[src/rtl/demux1_2_stream_if.sv]
// demux1_2_stream_if: valid/ready byte-stream bundle, one input stream and two output streams
interface demux1_2_stream_if #(parameter int DATA_W = 8);
  logic [DATA_W-1:0] in_data, out0_data, out1_data;
  logic in_valid, in_last, in_ready;
  logic out0_valid, out0_last, out0_ready;
  logic out1_valid, out1_last, out1_ready;
  modport master (
    output in_data, in_valid, in_last, out0_ready, out1_ready,
    input  in_ready, out0_data, out0_valid, out0_last, out1_data, out1_valid, out1_last
  );
  modport slave (
    input  in_data, in_valid, in_last, out0_ready, out1_ready,
    output in_ready, out0_data, out0_valid, out0_last, out1_data, out1_valid, out1_last
  );
endinterface

[src/rtl/demux1_2_stream.sv]
// demux1_2_stream: 1:2 packet demux with per-output register slice; DEMUX1_2_STREAM_CNT_EN adds packet counters
module demux1_2_stream #(
  parameter int DATA_W = 8,
  parameter int CNT_W  = 16
) (
  input  logic             sys_clk,
  input  logic             sys_rst_n,
  input  logic             sel,
  demux1_2_stream_if.slave bus,
  output logic             busy,
  output logic             cur_sel,
  output logic [CNT_W-1:0] pkt_cnt0,
  output logic [CNT_W-1:0] pkt_cnt1
);
  typedef enum logic {IDLE, PKT} state_t;
  state_t state;
  logic route, acc, ld0, ld1;
  logic v0, v1, l0, l1;
  logic [DATA_W-1:0] d0, d1;
  // route is sampled from sel only on a packet's first beat
  always_comb begin
    route = (state == PKT) ? cur_sel : sel;
    bus.in_ready = route ? (!v1 | bus.out1_ready) : (!v0 | bus.out0_ready);
    acc = bus.in_valid & bus.in_ready;
    ld0 = acc & !route;
    ld1 = acc & route;
  end
  always_ff @(posedge sys_clk) begin
    if (!sys_rst_n) begin
      state   <= IDLE;
      cur_sel <= 1'b0;
      v0      <= 1'b0;
      v1      <= 1'b0;
      l0      <= 1'b0;
      l1      <= 1'b0;
      d0      <= '0;
      d1      <= '0;
    end else begin
      if (acc) begin
        state <= bus.in_last ? IDLE : PKT;
        if (state == IDLE) cur_sel <= sel;
      end
      if (ld0) begin
        v0 <= 1'b1;
        d0 <= bus.in_data;
        l0 <= bus.in_last;
      end else if (bus.out0_ready) v0 <= 1'b0;
      if (ld1) begin
        v1 <= 1'b1;
        d1 <= bus.in_data;
        l1 <= bus.in_last;
      end else if (bus.out1_ready) v1 <= 1'b0;
    end
  end
  assign busy           = (state == PKT);
  assign bus.out0_valid = v0;
  assign bus.out0_data  = d0;
  assign bus.out0_last  = l0;
  assign bus.out1_valid = v1;
  assign bus.out1_data  = d1;
  assign bus.out1_last  = l1;
`ifdef DEMUX1_2_STREAM_CNT_EN
  // counts completed deliveries, wrapping naturally at 2^CNT_W
  always_ff @(posedge sys_clk) begin
    if (!sys_rst_n) begin
      pkt_cnt0 <= '0;
      pkt_cnt1 <= '0;
    end else begin
      if (v0 & bus.out0_ready & l0) pkt_cnt0 <= pkt_cnt0 + 1'b1;
      if (v1 & bus.out1_ready & l1) pkt_cnt1 <= pkt_cnt1 + 1'b1;
    end
  end
`else
  assign pkt_cnt0 = '0;
  assign pkt_cnt1 = '0;
`endif
endmodule

[src/flat_wrapper.sv]
// flat-port wrapper written by rule: the top's interface ports become plain ports
module demux1_2_stream_flat 
#(
  parameter int DATA_W = 8,
  parameter int CNT_W  = 16
)
  (sys_clk, sys_rst_n, sel, busy, cur_sel, pkt_cnt0, pkt_cnt1, bus_in_data, bus_in_valid, bus_in_last, bus_out0_ready, bus_out1_ready, bus_in_ready, bus_out0_data, bus_out0_valid, bus_out0_last, bus_out1_data, bus_out1_valid, bus_out1_last);
  demux1_2_stream_if #(.DATA_W(DATA_W)) bus_i ();
  input  logic sys_clk;
  input  logic sys_rst_n;
  input  logic sel;
  output logic busy;
  output logic cur_sel;
  output logic [CNT_W-1:0] pkt_cnt0;
  output logic [CNT_W-1:0] pkt_cnt1;
  input wire logic [$bits(bus_i.in_data)-1:0] bus_in_data;
  input wire logic [$bits(bus_i.in_valid)-1:0] bus_in_valid;
  input wire logic [$bits(bus_i.in_last)-1:0] bus_in_last;
  input wire logic [$bits(bus_i.out0_ready)-1:0] bus_out0_ready;
  input wire logic [$bits(bus_i.out1_ready)-1:0] bus_out1_ready;
  output wire logic [$bits(bus_i.in_ready)-1:0] bus_in_ready;
  output wire logic [$bits(bus_i.out0_data)-1:0] bus_out0_data;
  output wire logic [$bits(bus_i.out0_valid)-1:0] bus_out0_valid;
  output wire logic [$bits(bus_i.out0_last)-1:0] bus_out0_last;
  output wire logic [$bits(bus_i.out1_data)-1:0] bus_out1_data;
  output wire logic [$bits(bus_i.out1_valid)-1:0] bus_out1_valid;
  output wire logic [$bits(bus_i.out1_last)-1:0] bus_out1_last;
  assign bus_i.in_data = bus_in_data;
  assign bus_i.in_valid = bus_in_valid;
  assign bus_i.in_last = bus_in_last;
  assign bus_i.out0_ready = bus_out0_ready;
  assign bus_i.out1_ready = bus_out1_ready;
  assign bus_in_ready = bus_i.in_ready;
  assign bus_out0_data = bus_i.out0_data;
  assign bus_out0_valid = bus_i.out0_valid;
  assign bus_out0_last = bus_i.out0_last;
  assign bus_out1_data = bus_i.out1_data;
  assign bus_out1_valid = bus_i.out1_valid;
  assign bus_out1_last = bus_i.out1_last;
  demux1_2_stream #(.DATA_W(DATA_W), .CNT_W(CNT_W)) u_core (.sys_clk(sys_clk), .sys_rst_n(sys_rst_n), .sel(sel), .bus(bus_i), .busy(busy), .cur_sel(cur_sel), .pkt_cnt0(pkt_cnt0), .pkt_cnt1(pkt_cnt1));
endmodule
[config.mk]
export PLATFORM = sky130hd
export DESIGN_NAME = demux1_2_stream_flat
export DESIGN_NICKNAME = d
export VERILOG_FILES = /design/src/rtl/demux1_2_stream_if.sv /design/src/rtl/demux1_2_stream.sv /design/src/flat_wrapper.sv
export SDC_FILE = /design/constraint.sdc
export NUM_CORES = 1
export LEC_CHECK = 0
export CORE_MARGIN = 2
export CORE_UTILIZATION = 41
export DETAILED_ROUTE_END_ITERATION = 8
export DONT_BUFFER_PORTS = 1
export GPL_ROUTABILITY_DRIVEN = 1
export GPL_TIMING_DRIVEN = 0
export PLACE_DENSITY_LB_ADDON = 0.12
export SYNTH_ARGS = -nofsm -noshare
export SYNTH_HDL_FRONTEND = slang
export SYNTH_SLANG_ARGS = --single-unit
[constraint.sdc]
create_clock -name sys_clk -period 1.2 [get_ports sys_clk]
set_input_delay 0.12 -clock sys_clk [delete_from_list [all_inputs] [get_ports sys_clk]]
set_output_delay 0.12 -clock sys_clk [all_outputs]
set_load 0.005 [all_outputs]
==> key figures <==
Synthesis
  • Mapped Cells: 109
  • Top post-synthesis cells by area: dfxtp_1 39%, buf_4 21%, mux2i_1 16%
  • Synth top area share: between 30% and 40%
  • Synth unique cells: 21
  • Cell Area, Synth: 1140 µm²
  • Number of warnings issued by yosys: 0
  • Sequential element share of the synthesized area: 38.6%
  • Register bit total from synthesis: 22
  • Post-synth top area cell: dfxtp_1
  • Synth Area per Inst: about 10 µm²

Floorplan
  • FP Rows: 19
  • Die Width: 56.8 µm
  • Starting density of the core: 42.2%
  • Die height: around 57 µm
  • DIE AREA: 3220 µm²
  • CORE AREA: 2710 µm²
  • Total I/O pin count: 70

Finish
  • Nets: around 180
  • Synth-to-layout area growth: 39.8%
  • FILL cells: 257
  • Commonest non-fill, non-tap cell in the layout: buf_4
  • Core Util, Final: 58.9%
  • Antenna cells: 0
  • Commonest non-fill, non-tap cells in the layout: 33 x buf_4, 32 x conb_1, 20 x dfxtp_1, 18 x nor2b_1, 16 x mux2i_1
  • Share of layout cells above drive strength 1: between 30% and 40%
  • Finished Layout Cells: 192

Global route
  • First-pass GRT wire length: 3.55 mm
  • Total grt overflow: 0
  • Vias in the first global route: 734
  • Initial antenna violation count: 0
  • Total GRT Usage: 14.4%
  • Pin count of the biggest net entering global routing: 14

Route
  • First-pass iteration count of the detailed router: 4
  • Via-per-instance ratio: roughly 4.1
  • Initial drt markers: 2
  • DRT antenna net count: 0
  • DRC Markers: 0
  • DR WL/cell: between 10 and 15 µm
  • Vias: 781
  • Detailed Route WL: 2.34 mm

Pwr
  • Pwr dens: 1040 nW/µm²
  • Seq pwr share: 48.9%
  • Power, Total: 0.00167 W
  • Switching fraction of total power: 24.1%
  • Clk pwr share: ~28%
  • Switching pwr: 0.000401 W
  • Leak: 0.821 nW
  • Internal power: 0.00127 W
  • Logic pwr share: roughly 23%
  • Worst VDD drop: 1100 µV

Run status
  • Failing checks: setup timing
  • Outcome: finished with violations

Timing
  • Skew final: around 0.0034 ns
  • Setup WS post-layout: -0.248 ns
  • Hold WS: roughly 0.029 ns
  • Final hold vios: 0
  • Fin crit period: 1.45 ns
  • Crit share post-route: 121%
  • Slew Limit Fails: 0
  • RSZ-0062 raised after global routing: yes
  • # setup viols final: 23
  • Fmax: 0.691 GHz

Clock tree
  • TritonCTS Buffers: 3
  • Clk slew on worst S/H paths: 0.12 ns
  • Clock Root Buffer: clkbuf_4
  • CTS max path bufs: 2
  • Clk sinks: 22
  • H-tree depth: 1
  • Worst skew pair latency: 0.30 ns
  • CTS tree: built

Worst setup path
  • Crit path DAT: around 1.7 ns
  • Max FO, Critical Path: 5
  • Critical path class: reg -> reg
  • Element type at the critical path end: flop
  • WP data required: 1.41 ns
  • Critical path launch point type: flop

Place
  • Placer Congestion: 0.730
  • Placed Cells incl. Taps: 171
  • Port bufs: 0
  • DP Worst Slack: -0.225 ns
  • DPL Wire Length: 1.60 mm

Job
  • Max Cap Viol: 0

Worst hold path
  • Hold WC Path Type: in -> reg
-- path summary, 6_finish.rpt --
check                           depth (start not counted)  slack [ns]        endpoint           start
worst max register to register                          6       -0.25     u_core.busy     u_core.busy
worst min-delay path                                    2        0.03     u_core.busy     bus_in_last
worst min register to register                          2        0.55  u_core.cur_sel  u_core.cur_sel
worst max-delay path                                    6       -0.25     u_core.busy     u_core.busy
-- worst max-delay path: stages, from the launching register on --
cell	delay (ns)
dfxtp_4	0.40
mux2i_4	0.28
buf_6	0.13
nand3_4	0.09
buf_8	0.15
and3_4	0.14
o21a_1	0.16
-- timing repair --
item / CTS / global route
gates resized for setup: 10 / 4
gates cloned: 1 / 1
pin swaps: 3 / 1
buffers inserted: 5 / 0
endpoints found under the hold margin: 20 / 0
hold buffers: 10 / 0
endpoints found under the setup margin: 20 / 23
-- stage by stage --
| stage | area, µm² | setup TNS [ns] |
|---|---|---|
| 3_3_place_gp | 1320 | -1.78 |
| 4_1_cts | 1560 | -3.35 |
| 6_report | 1600 | -3.94 |
| 2_1_floorplan | 1280 | -0.684 |
| 5_1_grt | 1600 | -5.45 |
| 3_5_place_dp | 1320 | -2.43 |
-- final cells by class --
cell class	instances	area (µm²)	share of cell area [%]
buffer	36	290	18.2
clock buffer	4	47.5	2.98
inverter	1	3.75	0.235
multi-input combinational	81	566	35.4
sequential	22	445	27.9
tap	31	38.8	2.43
timing repair buffer	17	205	12.9
-- state kept, by name, summed over array words and instances (netlist names) --
register,cells
u_core.bus.out1_data,8
u_core.bus.out1_valid,1
u_core.cur_sel,1
u_core.busy,1
u_core.bus.out0_last,1
u_core.bus.out1_last,1
u_core.bus.out0_data,8
u_core.bus.out0_valid,1
-- layer usage --
| layer | vias up | wire, µm | global-route usage [%] |
|---|---|---|---|
| met5 | - | 0 | 0 |
| met4 | 0 | 13 | 2.99 |
| met3 | 2 | 267 | 7.83 |
| met2 | 41 | 1180 | 24.1 |
| met1 | 342 | 879 | 16.1 |
| li1 | 396 | - | - |
-- cells in the mapped netlist --
library cell and n:
nand2b_1 1, nand2_1 1, or2b_2 1, o21a_1 1, mux2_2 1, mux2i_2 1
nand3_4 1, nor2b_1 18, a21boi_0 2, and3_1 1, clkdlybuf4s50_2 1, mux2i_1 18
buf_6 1, inv_1 1, a21oi_1 2, conb_1 1, buf_8 1, buf_4 32
dfxtp_1 22, clkbuf_1 1, nand3b_4 1
-- logic make-up (layout without fill, tap and decap cells) --
family / Yosys count / after routing / synth area share (%)
simple gates: 24 / 24 / 15.3
buf+inv: 37 / 58 / 25.0
flops: 22 / 22 / 38.6
compound gates: 5 / 5 / 2.85
mux: 20 / 20 / 18.0
other cells: 1 / 32 / 0.328
-- power by group through the flow --
stage	sequential (W)	combinational, W	clock (W)
6_report	0.000814	0.000377	0.000475
3_5_place_dp	0.000830	0.000269	0
2_1_floorplan	0.000820	0.000244	0
5_1_grt	0.000821	0.000412	0.000541
3_3_place_gp	0.000829	0.000263	0
4_1_cts	0.000815	0.000350	0.000506
Note: power is estimated with default switching activity, not from simulation.
